[config.mk]
export PLATFORM = sky130hd
export DESIGN_NAME = round_health_ctrl_flat
export DESIGN_NICKNAME = d
export VERILOG_FILES = /design/src/rtl/fighter_pkg.sv /design/src/rtl/round_health_ctrl_if.sv /design/src/rtl/health_channel.sv /design/src/rtl/round_health_ctrl.sv /design/src/flat_wrapper.sv
export SDC_FILE = /design/constraint.sdc
export NUM_CORES = 1
export LEC_CHECK = 0
export BUFFER_PORTS_ARGS = -buffer_cell sky130_fd_sc_hd__buf_4
export CAP_MARGIN = 20
export CORE_ASPECT_RATIO = 0.75
export CORE_MARGIN = 3
export CORE_UTILIZATION = 51
export DETAILED_ROUTE_END_ITERATION = 12
export PLACE_DENSITY = 0.76
export RECOVER_POWER = 100
export SYNTH_ARGS = -nofsm -noshare
export SYNTH_HDL_FRONTEND = slang
export SYNTH_SLANG_ARGS = --single-unit
export TNS_END_PERCENT = 50
[constraint.sdc]
create_clock -name Clk -period 2.2 [get_ports Clk]
set_clock_uncertainty 0.05 [all_clocks]
set_input_delay 0.44 -clock Clk [delete_from_list [all_inputs] [get_ports Clk]]
set_output_delay 0.44 -clock Clk [all_outputs]
set_load 0.01 [all_outputs]
[src/rtl/fighter_pkg.sv]
// fighter_pkg: types and default constants shared by the round/health
// controller, its health channels and its bus interface.
//   round_state_t   - round FSM encoding exported on round_state
//   MAX_HEALTH_DEF  - default refill value at round start
//   IFRAMES_DEF     - default hit-immunity length in frames
package fighter_pkg;

  typedef enum logic [1:0] {
    RS_INTRO      = 2'd0,
    RS_FIGHT      = 2'd1,
    RS_KO         = 2'd2,
    RS_MATCH_OVER = 2'd3
  } round_state_t;

  localparam int MAX_HEALTH_DEF = 200;
  localparam int IFRAMES_DEF    = 30;

endpackage

[src/rtl/round_health_ctrl_if.sv]
// round_health_ctrl_if: bus between the hit logic / color mapper side and
// the round/health controller.
//   master: drives frame_tick, hit, damage; receives health, invuln, wins,
//           round_state, round_start, winner, match_over
//   slave : the controller (opposite directions)
interface round_health_ctrl_if
  import fighter_pkg::*;
#(
  parameter int NUM_PLAYERS   = 2,
  parameter int HEALTH_W      = 8,
  parameter int ROUNDS_TO_WIN = 2
) ();

  localparam int WIN_W = $clog2(ROUNDS_TO_WIN + 1);
  localparam int IDX_W = $clog2(NUM_PLAYERS);

  logic                                  frame_tick;
  logic [NUM_PLAYERS-1:0]                hit;
  logic [NUM_PLAYERS-1:0][HEALTH_W-1:0]  damage;
  logic [NUM_PLAYERS-1:0][HEALTH_W-1:0]  health;
  logic [NUM_PLAYERS-1:0]                invuln;
  logic [NUM_PLAYERS-1:0][WIN_W-1:0]     wins;
  round_state_t                          round_state;
  logic                                  round_start;
  logic [IDX_W-1:0]                      winner;
  logic                                  match_over;

  modport master (
    output frame_tick, hit, damage,
    input  health, invuln, wins, round_state, round_start, winner, match_over
  );

  modport slave (
    input  frame_tick, hit, damage,
    output health, invuln, wins, round_state, round_start, winner, match_over
  );

endinterface

[src/rtl/health_channel.sv]
// health_channel: one fighter's health register with saturating damage
// and a post-hit immunity counter.
//   Clk, Reset  - clock, asynchronous active-high reset
//   hit_en      - hits may be accepted (round is in FIGHT)
//   refill      - restore MAX_HEALTH and clear immunity (next round)
//   frame_tick  - one pulse per frame, decrements immunity
//   hit, damage - hit request and its damage amount
//   health      - current health
//   invuln      - immunity counter is nonzero
module health_channel #(
  parameter int HEALTH_W   = 8,
  parameter int MAX_HEALTH = 200,
  parameter int IFRAMES    = 30
) (
  input  logic                Clk,
  input  logic                Reset,
  input  logic                hit_en,
  input  logic                refill,
  input  logic                frame_tick,
  input  logic                hit,
  input  logic [HEALTH_W-1:0] damage,
  output logic [HEALTH_W-1:0] health,
  output logic                invuln
);

  localparam int IF_W = (IFRAMES < 1) ? 1 : $clog2(IFRAMES + 1);

  logic [IF_W-1:0] icnt;
  logic            accept;

  function automatic logic [HEALTH_W-1:0] sat_sub(input logic [HEALTH_W-1:0] a,
                                                  input logic [HEALTH_W-1:0] b);
    return (b >= a) ? '0 : a - b;
  endfunction

  assign accept = hit_en && hit && (icnt == '0);
  assign invuln = (icnt != '0);

  // A fresh hit reloads immunity even when a frame tick lands in the same cycle.
  always_ff @(posedge Clk or posedge Reset) begin
    if (Reset) begin
      health <= HEALTH_W'(MAX_HEALTH);
      icnt   <= '0;
    end else if (refill) begin
      health <= HEALTH_W'(MAX_HEALTH);
      icnt   <= '0;
    end else if (accept) begin
      health <= sat_sub(health, damage);
      icnt   <= IF_W'(IFRAMES);
    end else if (frame_tick && (icnt != '0)) begin
      icnt   <= icnt - IF_W'(1);
    end
  end

endmodule

[src/rtl/round_health_ctrl.sv]
// round_health_ctrl: N-fighter health channels plus best-of-N round FSM.
//   Clk, Reset - clock, asynchronous active-high reset
//   bus.slave  - frame_tick/hit/damage in; health, invuln, wins,
//                round_state, round_start, winner, match_over out
// Round flow: INTRO (INTRO_FRAMES ticks) -> FIGHT (until any health is 0)
// -> KO (KO_HOLD ticks) -> INTRO again, or MATCH_OVER once a player has
// ROUNDS_TO_WIN wins.
module round_health_ctrl
  import fighter_pkg::*;
#(
  parameter int NUM_PLAYERS   = 2,
  parameter int HEALTH_W      = 8,
  parameter int MAX_HEALTH    = MAX_HEALTH_DEF,
  parameter int IFRAMES       = IFRAMES_DEF,
  parameter int INTRO_FRAMES  = 90,
  parameter int KO_HOLD       = 120,
  parameter int ROUNDS_TO_WIN = 2
) (
  input logic               Clk,
  input logic               Reset,
  round_health_ctrl_if.slave bus
);

  localparam int WIN_W   = $clog2(ROUNDS_TO_WIN + 1);
  localparam int IDX_W   = $clog2(NUM_PLAYERS);
  localparam int ALIVE_W = $clog2(NUM_PLAYERS + 1);
  localparam int FC_MAX  = (INTRO_FRAMES > KO_HOLD) ? INTRO_FRAMES : KO_HOLD;
  localparam int FC_W    = $clog2(FC_MAX + 1);

  localparam logic [1:0] ST_INTRO      = 2'(RS_INTRO);
  localparam logic [1:0] ST_FIGHT      = 2'(RS_FIGHT);
  localparam logic [1:0] ST_KO         = 2'(RS_KO);
  localparam logic [1:0] ST_MATCH_OVER = 2'(RS_MATCH_OVER);

  logic [1:0]                           state;
  logic [FC_W-1:0]                      fcnt;
  logic [NUM_PLAYERS-1:0][WIN_W-1:0]    wins_q;
  logic [IDX_W-1:0]                     winner_q;
  logic                                 match_over_q;
  logic                                 round_start_q;

  logic [NUM_PLAYERS-1:0][HEALTH_W-1:0] health;
  logic [NUM_PLAYERS-1:0]               invuln;

  logic                                 hit_en;
  logic                                 refill;
  logic                                 any_dead;
  logic [ALIVE_W-1:0]                   alive_cnt;
  logic [IDX_W-1:0]                     alive_idx;
  logic                                 champ_found;
  logic [IDX_W-1:0]                     champ_idx;
  logic                                 intro_done;
  logic                                 ko_done;

  assign hit_en     = (state == ST_FIGHT);
  assign intro_done = bus.frame_tick && (fcnt == FC_W'(INTRO_FRAMES - 1));
  assign ko_done    = bus.frame_tick && (fcnt == FC_W'(KO_HOLD - 1));
  assign refill     = (state == ST_KO) && ko_done && !champ_found;

  for (genvar g = 0; g < NUM_PLAYERS; g++) begin : g_ch
    health_channel #(
      .HEALTH_W   (HEALTH_W),
      .MAX_HEALTH (MAX_HEALTH),
      .IFRAMES    (IFRAMES)
    ) u_ch (
      .Clk        (Clk),
      .Reset      (Reset),
      .hit_en     (hit_en),
      .refill     (refill),
      .frame_tick (bus.frame_tick),
      .hit        (bus.hit[g]),
      .damage     (bus.damage[g]),
      .health     (health[g]),
      .invuln     (invuln[g])
    );
  end

  // Survivor census: alive_idx is only meaningful when exactly one is alive.
  always_comb begin
    any_dead  = 1'b0;
    alive_cnt = '0;
    alive_idx = '0;
    for (int i = 0; i < NUM_PLAYERS; i++) begin
      if (health[i] == '0) begin
        any_dead = 1'b1;
      end else begin
        alive_cnt = alive_cnt + ALIVE_W'(1);
        alive_idx = IDX_W'(i);
      end
    end
  end

  // Lowest index holding ROUNDS_TO_WIN wins takes the match.
  always_comb begin
    champ_found = 1'b0;
    champ_idx   = '0;
    for (int i = NUM_PLAYERS - 1; i >= 0; i--) begin
      if (wins_q[i] == WIN_W'(ROUNDS_TO_WIN)) begin
        champ_found = 1'b1;
        champ_idx   = IDX_W'(i);
      end
    end
  end

  always_ff @(posedge Clk or posedge Reset) begin
    if (Reset) begin
      state         <= ST_INTRO;
      fcnt          <= '0;
      wins_q        <= '0;
      winner_q      <= '0;
      match_over_q  <= 1'b0;
      round_start_q <= 1'b0;
    end else begin
      round_start_q <= 1'b0;
      case (state)
        ST_INTRO: begin
          if (intro_done) begin
            state         <= ST_FIGHT;
            fcnt          <= '0;
            round_start_q <= 1'b1;
          end else if (bus.frame_tick) begin
            fcnt <= fcnt + FC_W'(1);
          end
        end
        ST_FIGHT: begin
          if (any_dead) begin
            state <= ST_KO;
            fcnt  <= '0;
            if ((alive_cnt == ALIVE_W'(1)) &&
                (wins_q[alive_idx] != WIN_W'(ROUNDS_TO_WIN))) begin
              wins_q[alive_idx] <= wins_q[alive_idx] + WIN_W'(1);
            end
          end
        end
        ST_KO: begin
          if (ko_done) begin
            fcnt <= '0;
            if (champ_found) begin
              state        <= ST_MATCH_OVER;
              winner_q     <= champ_idx;
              match_over_q <= 1'b1;
            end else begin
              state <= ST_INTRO;
            end
          end else if (bus.frame_tick) begin
            fcnt <= fcnt + FC_W'(1);
          end
        end
        default: begin
          state <= ST_MATCH_OVER;
        end
      endcase
    end
  end

  assign bus.health      = health;
  assign bus.invuln      = invuln;
  assign bus.wins        = wins_q;
  assign bus.round_state = round_state_t'(state);
  assign bus.round_start = round_start_q;
  assign bus.winner      = winner_q;
  assign bus.match_over  = match_over_q;

endmodule

[src/flat_wrapper.sv]
// flat-port wrapper written by rule: the top's interface ports become plain ports
module round_health_ctrl_flat import fighter_pkg::*;
#(
  parameter int NUM_PLAYERS   = 2,
  parameter int HEALTH_W      = 8,
  parameter int MAX_HEALTH    = MAX_HEALTH_DEF,
  parameter int IFRAMES       = IFRAMES_DEF,
  parameter int INTRO_FRAMES  = 90,
  parameter int KO_HOLD       = 120,
  parameter int ROUNDS_TO_WIN = 2
)
  (Clk, Reset, bus_frame_tick, bus_hit, bus_damage, bus_health, bus_invuln, bus_wins, bus_round_state, bus_round_start, bus_winner, bus_match_over);
  round_health_ctrl_if #(.NUM_PLAYERS(NUM_PLAYERS), .HEALTH_W(HEALTH_W), .ROUNDS_TO_WIN(ROUNDS_TO_WIN)) bus_i ();
  input logic Clk;
  input logic Reset;
  input wire logic [$bits(bus_i.frame_tick)-1:0] bus_frame_tick;
  input wire logic [$bits(bus_i.hit)-1:0] bus_hit;
  input wire logic [$bits(bus_i.damage)-1:0] bus_damage;
  output wire logic [$bits(bus_i.health)-1:0] bus_health;
  output wire logic [$bits(bus_i.invuln)-1:0] bus_invuln;
  output wire logic [$bits(bus_i.wins)-1:0] bus_wins;
  output wire logic [$bits(bus_i.round_state)-1:0] bus_round_state;
  output wire logic [$bits(bus_i.round_start)-1:0] bus_round_start;
  output wire logic [$bits(bus_i.winner)-1:0] bus_winner;
  output wire logic [$bits(bus_i.match_over)-1:0] bus_match_over;
  assign bus_i.frame_tick = bus_frame_tick;
  assign bus_i.hit = bus_hit;
  assign bus_i.damage = bus_damage;
  assign bus_health = bus_i.health;
  assign bus_invuln = bus_i.invuln;
  assign bus_wins = bus_i.wins;
  assign bus_round_state = bus_i.round_state;
  assign bus_round_start = bus_i.round_start;
  assign bus_winner = bus_i.winner;
  assign bus_match_over = bus_i.match_over;
  round_health_ctrl #(.NUM_PLAYERS(NUM_PLAYERS), .HEALTH_W(HEALTH_W), .MAX_HEALTH(MAX_HEALTH), .IFRAMES(IFRAMES), .INTRO_FRAMES(INTRO_FRAMES), .KO_HOLD(KO_HOLD), .ROUNDS_TO_WIN(ROUNDS_TO_WIN)) u_core (.Clk(Clk), .Reset(Reset), .bus(bus_i));
endmodule
==> run_results.csv, run 1 <==
group,metric,value,unit
outcome,status,"finished, final reports clean",
finish,layout.nets,434,
finish,stdcell_count,461,
global_route,grt_pass1_vias,2398,
finish,postLayoutCoreUtil,66.55,%
pwr,powerDensity,525.1,nW/um^2
pwr,pwr-share-seq,48.7,%
global_route,grt_pass1_wl,11.30,mm
worst_setup_path,slowest_stage,"dfrtp_1",
floorplan,die_height,71.69,um
sta,finalSetupViolations,0,
clock_network,cts_tree,"done",
placement,dp.cells,449,
sta,drv_slew,0,
clock_network,clk_latency,0.29,ns
global_route,antenna_found_initial,0,
worst_setup_path,cp_max_fo,2,
worst_setup_path,path_class,"reg -> reg",
floorplan,io-pin-count,48,
synth,async_flop_share,100.0,%
synth,synth_edf_count,0,
global_route,grtUsageTotal,21.09,%
sta,hold_slack,0.4095,ns
worst_setup_path,worstSetupEndpointType,"flip-flop",
clock_network,htree_levels,2,
synth,synth_top_area_share,30.70,%
routing,viasPerCell,5.649,
sta,fin_crit_sh,96.79,%
pwr,swShare,29.41,%
job,max-cap-violations,0,
worst_setup_path,arrival,2.30,ns
sta,rsz0062_at_grt,"yes",
clock_network,path_clk_slew,0.08,ns
min_path,hold_path_class,"in -> async",
clock_network,clock_path_buffers,2,
synth,synthesis.nets,368,
synth,ys_seq_area_share,36.08,%
placement,numPortBuffers,47,
global_route,grt-ovfl-total,0,
pwr,leakage,1.753,nW
sta,min_period,2.129,ns
floorplan,dieArea,6708,sq um
worst_setup_path,crit_start,"u_core.g_ch[0].u_ch.health[0]",
finish,drive_gt1_share,24.87,%
placement,dpl.hpwl,5.165,mm
synth,synth.distinct_cells,62,
global_route,grt_max_degree,43,
worst_setup_path,r2r_start,"u_core.g_ch[0].u_ch.health[0]",
synth,yosys.area.top_type,"dfrtp_1",
synth,yosys_warnings,0,
pwr,clock_power_share,26.9,%
synth,syn_area,2934,sq um
routing,wl,6.835,mm
finish,fill_cells,436,
synth,postSynthCellCount,319,
sta,fmax,469.6,MHz
finish,final_common_cell,"buf_4",
synth,postSynthAreaPerCell,9.198,sq um
pwr,ir_drop,0.0002877,V
pwr,p_int,1.342,mW
clock_network,cts_hold_buf,0,
worst_setup_path,path_cells,"inv_1, ha_2, inv_2, fa_2, a21o_1, a311o_1, a21oi_2, xnor2_1, a221o_1",
routing,wire_per_inst,14.83,um
routing,drtPass1Iterations,5,
routing,drc_errors,0,
clock_network,numClockSinks,42,
pwr,pwr-share-comb,24.4,%
sta,worst_pin_slew,1.031,ns
floorplan,core,5439,sq um
routing,drtIter0Drc,100,
clock_network,cts-buffers-inserted,5,
clock_network,cts_root_buf,"clkbuf_8",
worst_setup_path,start_kind,"flip-flop",
worst_setup_path,required,2.37,ns
routing,vias,2604,
floorplan,fp-row-count,23,
synth,synth.ff_latch_count,42,
finish,layout_common_cells,"buf_4, dfrtp_1, inv_1, nor2_1, ha_1",
sta,hold_violations,0,
routing,detail-route-antenna-nets,0,
synth,synth-main-ff-cell,"dfrtp_1",
pwr,power_switching,0.5590,mW
floorplan,start_util,53.95,%
finish,areaGrowthSynthToFinish,23.37,%
worst_setup_path,slowest_delay,0.38,ns
synth,synthTopCellsByArea,"dfrtp_1, ha_1, dfstp_2",
placement,gp_congestion,0.8893,
floorplan,die_x,93.58,um
sta,relSlewSlack,31.28,%
finish,diodes,0,
[state kept, by name, indices dropped and copies added, names as in the netlist]
name                     cells
u_core.g_ch.u_ch.health     16
u_core.bus.match_over        1
u_core.bus.round_start       1
u_core.bus.wins              4
u_core.bus.round_state       2
u_core.fcnt                  7
u_core.g_ch.u_ch.icnt       10
u_core.bus.winner            1
[worst max-delay path: cells and delay by family (launching register included)]
family / cells / cell delay [ns]
AOI/OAI and AO/OA: 4 / 0.93
xor gates and xnor gates: 1 / 0.08
adders and majority gates: 2 / 0.52
buffers and inverters: 2 / 0.10
DFF: 1 / 0.38
[what timing repair did]
action	4_1_cts	5_1_grt
setup buffers	0	4
pin swaps	0	13
endpoints found under the hold margin	0	0
cloned	0	0
setup endpoints to repair	5	25
gates resized for setup	4	19
[Yosys cell counts (3+ instances only)]
library cell  count
o21ai_0          12
a21oi_1          18
and3_1            4
nand2_1          16
ha_1             26
a221o_1           4
nor2_1           31
dfrtp_1          36
nand4_1           4
a22o_1            7
nor3_1            4
a21o_1            3
nor2b_1           5
buf_2             3
dfstp_2           6
a31oi_1           6
inv_1            34
a211oi_1          3
o21ai_1           4
a32oi_1           3
xnor2_1           8
nand2b_1          3
nand3_1          10
and2_1            5
xor2_1            7
buf_4             3
nor4_1            7
a22oi_1           3
[power by group through the flow]
stage / sequential, mW / clock, mW / combinational, mW
after floorplan: 0.920 / 0 / 0.335
after global placement: 0.933 / 0 / 0.411
after detailed placement: 0.933 / 0 / 0.437
after CTS: 0.918 / 0.527 / 0.440
after global routing: 0.936 / 0.572 / 0.524
final: 0.925 / 0.511 / 0.465
[layer usage]
layer | share of wire (%) | up-vias | wire (um) | GRT usage [%]
met4 | 1.0 | 0 | 70 | 6.090
met5 | 0 | - | 0 | 0
met3 | 6.0 | 6 | 408 | 5.142
li1 | - | 1295 | - | -
met2 | 44 | 88 | 3036 | 31.06
met1 | 49 | 1215 | 3321 | 30.95
[metrics by stage]
step | TNS (ns) | cell area (sq um) | total power [mW] | worst slack, ns
finish | 0 | 3620 | 1.901 | 0.07061
global route | -0.3745 | 3620 | 2.032 | -0.07429
CTS | -0.01143 | 3576 | 1.885 | -0.01143
detailed placement | -0.3853 | 3455 | 1.370 | -0.08378
global placement | -0.1147 | 3455 | 1.344 | -0.04162
floorplan | 0 | 2944 | 1.255 | 0.02413
[worst paths after layout]
check / slack, ns / cells after the start / endpoint
hold / removal: 0.41 / 3 / u_core.g_ch[1].u_ch.icnt[1]
setup reg to reg: 0.07 / 9 / u_core.g_ch[0].u_ch.health[6]
min in group Clk: 0.43 / 1 / u_core.bus.match_over
setup / recovery: 0.07 / 9 / u_core.g_ch[0].u_ch.health[6]
max in group asynchronous: 0.98 / 3 / u_core.g_ch[1].u_ch.health[2]
hold reg to reg: 0.43 / 1 / u_core.bus.match_over
[layout make-up]
cell class	instances	area, sq um	share of cell area [%]
timing repair buffer	68	455.4	12.58
sequential	42	1061	29.31
multi-input combinational	234	1790	49.46
clock inverter	1	5.005	0.1383
inverter	34	127.6	3.526
tap	75	93.84	2.592
clock buffer	7	86.33	2.385
[logic make-up (layout without fill, tap and decap cells)]
group                      Yosys count  in the layout  share of synthesized area, %
and+or+nand+nor                    108            108                         20.30
AOI/OAI and AO/OA                   80             80                         19.11
buffers and inverters               43            110                         6.524
DFF                                 42             42                         36.08
adders and majority gates           28             28                         12.45
xor gates and xnor gates            15             15                         4.478
muxes                                3              3                         1.066
Power figures use the tool's default switching activity.
==> run 2, diff against run 1 <==
- CORE_UTILIZATION: 51 -> 61
- PLACE_DENSITY: 0.76 -> 0.85
- SKIP_LAST_GASP: default -> 1
- clock period: 2.2 -> 2.6 ns (I/O delays scaled with it)
==> run 2 against run 1 <==
Effect of this change: utilization grew 7.1 points; combinational power shrank 23%; via count shrank 0.27%; critical path depth is the same.
==> run_results.csv, run 2 (synthesized netlist as in run 1, its figures left out) <==
group,metric,value,unit
sta,finalSetupViolations,0,
finish,multi_input_area,1678,sq um
floorplan,io-pin-count,48,
worst_setup_path,arrival,2.60,ns
pwr,powerDensity,485.0,nW/um^2
pwr,leakage,1.652,nW
routing,viasPerCell,6.096,
sta,fin_crit_sh,93.29,%
global_route,grt_pass1_vias,2409,
clock_network,clk_latency,0.29,ns
finish,reg_top3,"u_core.g_ch.u_ch.health: 16 flops, u_core.g_ch.u_ch.icnt: 10 flops, u_core.fcnt: 7 flops",
worst_setup_path,cp_top_family,"compound AO/OA/AOI/OAI gates",
sta,worst_pin_slew,1.014,ns
clock_network,cts-buffers-inserted,5,
worst_setup_path,required,2.77,ns
routing,detail-route-antenna-nets,0,
pwr,pwr-share-comb,22.0,%
pwr,power_switching,0.4647,mW
routing,wire_per_inst,15.80,um
sta,fmax,412.3,MHz
finish,areaGrowthSynthToFinish,14.12,%
worst_setup_path,endpoint,"u_core.g_ch[0].u_ch.health[6]",
global_route,grt_max_degree,43,
finish,final_common_cell,"dfrtp_1",
job,max-cap-violations,0,
sta,finalSetupTns,0,ns
clock_network,clock_path_buffers,2,
placement,dpl.hpwl,5.035,mm
global_route,grt_pass1_wl,11.03,mm
clock_network,cts_root_buf,"clkbuf_8",
pwr,total_power,1.624,mW
worst_setup_path,crit_start,"u_core.g_ch[0].u_ch.health[0]",
worst_setup_path,worstReg2RegEnd,"u_core.g_ch[0].u_ch.health[6]",
global_route,antenna_found_initial,0,
routing,vias,2597,
worst_setup_path,r2r_start,"u_core.g_ch[0].u_ch.health[0]",
floorplan,die_height,66.06,um
pwr,p_int,1.159,mW
pwr,pwr-share-seq,47.8,%
placement,gp_congestion,0.9568,
finish,ff_latch_area,1059,sq um
sta,hold_violations,0,
finish,fill_cells,371,
floorplan,dieArea,5686,sq um
sta,hold_slack,0.4446,ns
worst_setup_path,cp_num_buf_inv,2,
worst_setup_path,path_common_cell,"inv_1",
clock_network,numClockSinks,42,
global_route,grtUsageTotal,24.39,%
worst_setup_path,slowest_delay,0.42,ns
finish,layout_common_cells,"dfrtp_1, inv_1, nor2_1, buf_4, ha_1",
pwr,ir_drop,0.0004894,V
clock_network,path_clk_slew,0.08,ns
pwr,clock_power_share,30.2,%
outcome,status,"finished, final reports clean",
finish,drive_gt1_share,13.01,%
placement,numPortBuffers,47,
pwr,swShare,28.62,%
worst_setup_path,cp_num_cells,9,
finish,diodes,0,
sta,rsz0062_at_grt,"no",
worst_setup_path,worstSetupEndpointType,"flip-flop",
worst_setup_path,slowest_stage,"dfrtp_1",
floorplan,die_x,86.08,um
sta,relSlewSlack,32.42,%
worst_setup_path,cp_max_fo,6,
global_route,grt-ovfl-total,0,
routing,drtPass1Iterations,5,
clock_network,cts_tree,"done",
routing,drtIter0Drc,253,
floorplan,core,4546,sq um
floorplan,start_util,64.55,%
worst_setup_path,path_cells,"inv_1, ha_1, inv_1, fa_1, a21o_1, a21oi_1, o211ai_1, and2_4, a221o_1",
finish,postLayoutCoreUtil,73.66,%
worst_setup_path,rr_worst_depth,9,
worst_setup_path,start_kind,"flip-flop",
finish,largest_reg_flops,16,
clock_network,htree_levels,2,
finish,top_register,"u_core.g_ch.u_ch.health",
min_path,hold_path_class,"reg -> reg",
sta,min_period,2.426,ns
routing,wl,6.729,mm
finish,layout.nets,417,
routing,drc_errors,0,
sta,drv_slew,0,
worst_setup_path,path_class,"reg -> reg",
worst_setup_path,r2r_setup_slack,0.17,ns
floorplan,fp-row-count,21,
[run 2: changes by cell type in the layout (fill, tap and decap cells not counted), sizes merged]
cell	before	now
clkbuf	23	31
clkinv	1	0
buf	52	28
[run 2: routing by layer]
layer | share of wire (%) | global-route usage [%] | wire length [um] | vias to the layer above
li1 | - | - | - | 1245
met1 | 46 | 34.41 | 3072 | 1203
met3 | 8.4 | 5.230 | 568 | 14
met4 | 1.7 | 8.300 | 114 | 0
met5 | 0 | 0 | 0 | -
met2 | 44 | 37.12 | 2974 | 135
[run 2: area by class of cell]
type / instances / area share, %
tap: 57 / 2.130
sequential: 42 / 31.61
timing repair buffer: 51 / 9.043
inverter: 34 / 3.812
clock buffer: 8 / 3.289
multi-input combinational: 234 / 50.11
[run 2: repair_timing]
| action | 4_1_cts | 5_1_grt |
|---|---|---|
| setup endpoints to repair | 0 | 5 |
| buffers inserted | 0 | 0 |
| hold buffers | 0 | 0 |
| gates resized for setup | 0 | 3 |
[run 2: stage by stage]
stage / area (sq um) / cells / setup slack (ns)
detailed placement: 3324 / 418 / 0.1537
global placement: 3324 / 418 / 0.1723
global route: 3348 / 426 / 0.03042
floorplan: 2934 / 319 / 0.3130
finish: 3348 / 426 / 0.1745
CTS: 3435 / 426 / 0.1428
[run 2: how the worst min path moves through the flow]
stage,startpoint,end,slack [ns],cells past startpoint
global placement,u_core.bus.match_over,u_core.bus.match_over,0.41,1
CTS,Reset,u_core.fcnt[3],0.32,3
finish,u_core.bus.match_over,u_core.bus.match_over,0.44,1
global route,u_core.bus.match_over,u_core.bus.match_over,0.49,1
detailed placement,u_core.bus.match_over,u_core.bus.match_over,0.44,1
floorplan,u_core.g_ch[0].u_ch.icnt[4],u_core.g_ch[0].u_ch.icnt[4],0.45,2
[run 2: power by group through the flow]
| stage | registers (mW) | logic (mW) | clock network (mW) |
|---|---|---|---|
| floorplan | 0.778 | 0.282 | 0 |
| global placement | 0.788 | 0.343 | 0 |
| detailed placement | 0.791 | 0.360 | 0 |
| CTS | 0.778 | 0.365 | 0.490 |
| global route | 0.789 | 0.400 | 0.525 |
| finish | 0.775 | 0.358 | 0.491 |
==> run 3, diff against run 2 <==
- ABC_AREA: default -> 1
- CORE_UTILIZATION: 61 -> 62
- PLACE_DENSITY: 0.85 -> 0.86
==> run 3 against run 2 <==
Effect of this change: register-to-register slack improved by 0.16 ns; utilization increased by 1.8 points; largest power group unchanged; largest cell class unchanged; critical endpoint is now u_core.g_ch[0].u_ch.icnt[4]; combinational power increased by 140%; via count increased by 9.9%.
==> run_results.csv, run 3 <==
group,metric,value,unit
outcome,status,"finished, final reports clean",
floorplan,core,4651,sq um
worst_setup_path,r2r_start,"u_core.fcnt[0]",
global_route,grt-ovfl-total,0,
clock_network,clock_path_buffers,2,
global_route,grt_max_degree,43,
placement,place_area,3521,sq um
floorplan,fp-row-count,21,
finish,diodes,0,
worst_setup_path,cp_max_fo,15,
sta,relSlewSlack,30.85,%
job,max-cap-violations,0,
worst_setup_path,slowest_stage,"nor2_2",
floorplan,die_height,67.39,um
finish,layout_common_cells,"nand2_1, inv_1, dfrtp_1, nor2_1, nand3_1",
worst_setup_path,worstReg2RegEnd,"u_core.g_ch[0].u_ch.icnt[4]",
synth,yosysMostFrequentCell,"nand2_1",
worst_setup_path,arrival,2.41,ns
worst_setup_path,endpoint,"u_core.g_ch[0].u_ch.icnt[4]",
synth,ys_seq_area_share,33.98,%
synth,synthTopCellsByArea,"dfrtp_1, nand2_1, ha_1",
synth,synth-main-ff-cell,"dfrtp_1",
finish,design_area,3511,sq um
pwr,leakage,2.082,nW
worst_setup_path,slowest_delay,0.56,ns
clock_network,cts-buffers-inserted,5,
global_route,grtUsageTotal,25.59,%
synth,async_flop_share,100.0,%
finish,areaGrowthSynthToFinish,12.69,%
worst_setup_path,r2r_setup_slack,0.33,ns
placement,dpl.hpwl,5.638,mm
clock_network,path_clk_slew,0.08,ns
worst_setup_path,required,2.74,ns
routing,wire_per_inst,12.49,um
finish,reg_top3,"u_core.g_ch.u_ch.health: 16 flops, u_core.g_ch.u_ch.icnt: 10 flops, u_core.fcnt: 7 flops",
routing,detail-route-antenna-nets,0,
routing,vias,2855,
placement,dp.cells,554,
synth,synth_top_area_share,28.92,%
sta,hold_violations,0,
sta,min_period,2.269,ns
synth,syn_area,3115,sq um
worst_setup_path,cp_top_family,"simple AND/OR/NAND/NOR gates",
routing,drc_errors,0,
finish,largest_reg_flops,16,
sta,finalSetupTns,0,ns
sta,fin_crit_sh,87.26,%
sta,drv_slew,0,
routing,viasPerCell,5.080,
finish,drive_gt1_share,8.119,%
worst_setup_path,cp_num_buf_inv,1,
finish,layout.nets,553,
pwr,powerDensity,622.7,nW/um^2
sta,setup_slack,0.3312,ns
finish,top_register,"u_core.g_ch.u_ch.health",
finish,final_common_cell,"nand2_1",
placement,numPortBuffers,47,
synth,synth.ff_latch_count,42,
sta,hold_slack,0.4142,ns
worst_setup_path,crit_start,"u_core.fcnt[0]",
sta,finalSetupViolations,0,
global_route,grt_pass1_wl,11.80,mm
clock_network,clk_latency,0.30,ns
synth,synth.distinct_cells,25,
min_path,hold_path_class,"reg -> reg",
clock_network,numClockSinks,42,
global_route,antenna_found_initial,0,
global_route,grt_pass1_vias,2573,
sta,worst_pin_slew,1.037,ns
floorplan,dieArea,5921,sq um
floorplan,start_util,66.99,%
routing,wl,7.021,mm
pwr,total_power,2.186,mW
clock_network,htree_levels,2,
finish,fill_cells,393,
clock_network,cts_tree,"done",
placement,gp_congestion,0.9523,
routing,drtIter0Drc,153,
synth,yosys.area.top_type,"dfrtp_1",
pwr,ir_drop,0.0005655,V
clock_network,cts_root_buf,"clkbuf_8",
worst_setup_path,worstSetupEndpointType,"flip-flop",
sta,rsz0062_at_grt,"no",
clock_network,cts_hold_buf,0,
floorplan,io-pin-count,48,
sta,fmax,440.8,MHz
placement,place_ws,0.3953,ns
finish,stdcell_count,562,
synth,synth_edf_count,0,
worst_setup_path,path_cells,"ha_1, inv_1, nor2_1, nand3_1, nor2_2, nor2_1, nand3_1, nand2_1",
synth,yosys_warnings,0,
synth,yosys-top-cells-count,"nand2_1, inv_1, dfrtp_1",
finish,postLayoutCoreUtil,75.49,%
routing,drtPass1Iterations,5,
worst_setup_path,path_class,"reg -> reg",
worst_setup_path,start_kind,"flip-flop",
clock_network,post_cts_resized,0,
floorplan,die_x,87.86,um
synth,synthesis.nets,501,
synth,postSynthCellCount,452,
clock_network,cts_setup_buffers,0,
worst_setup_path,rr_worst_depth,8,
worst_setup_path,cp_num_cells,8,
synth,postSynthAreaPerCell,6.893,sq um
-- run 3: changes by cell type after synthesis, moves of 6 or more --
cell / change
a31oi_1: -6
nand3_1: +17
a21oi_1: -6
nand2_1: +147
inv_1: +52
a22o_1: -7
nor4_1: -6
-- run 3: cell type report --
class                   instances  area, sq um  area share, %
multi-input cells             320         1689          48.11
flip-flops and latches         42         1059          30.15
inverters                      87        326.6          9.301
repair buffers                 48        279.0          7.947
clock buffers                   6        72.57          2.067
well taps                      57        71.32          2.031
clock inverters                 2        13.76         0.3920
-- run 3: layer usage --
metal,part of all wire (%),routed length (um),track usage [%]
met1,50,3517,36.99
met2,44,3065,40.32
met3,5.5,383,4.146
met4,0.78,55,5.939
met5,0,0,0
-- run 3: worst register-to-register path, stage by stage, from the launching register on --
cell	delay, ns
dfrtp_1	0.42
ha_1	0.22
inv_1	0.06
nor2_1	0.22
nand3_1	0.13
nor2_2	0.56
nor2_1	0.30
nand3_1	0.15
nand2_1	0.06
-- run 3: logic make-up (layout without fill, tap and decap cells) --
family	after synthesis	in the layout	synth area share [%]
compound gates	25	25	4.097
xor+xnor	18	18	5.060
fa+ha+maj	28	28	11.73
buf+inv	90	143	11.33
flops	42	42	33.98
simple gates	249	249	33.82
-- run 3: how the worst min path moves through the flow --
stage                                startpoint                            end  slack, ns  cells after the start
global placement          u_core.bus.match_over          u_core.bus.match_over       0.40                      2
floorplan           u_core.g_ch[1].u_ch.icnt[4]    u_core.g_ch[1].u_ch.icnt[4]       0.41                      2
CTS                                       Reset  u_core.g_ch[1].u_ch.health[1]       0.33                      3
global route              u_core.bus.match_over          u_core.bus.match_over       0.44                      2
detailed placement        u_core.bus.match_over          u_core.bus.match_over       0.40                      2
finish                    u_core.bus.match_over          u_core.bus.match_over       0.41                      2
-- run 3: report_power, final --
| group | switching [mW] | internal, mW |
|---|---|---|
| clock network | 0.228 | 0.190 |
| logic | 0.535 | 0.332 |
| registers | 0.124 | 0.777 |
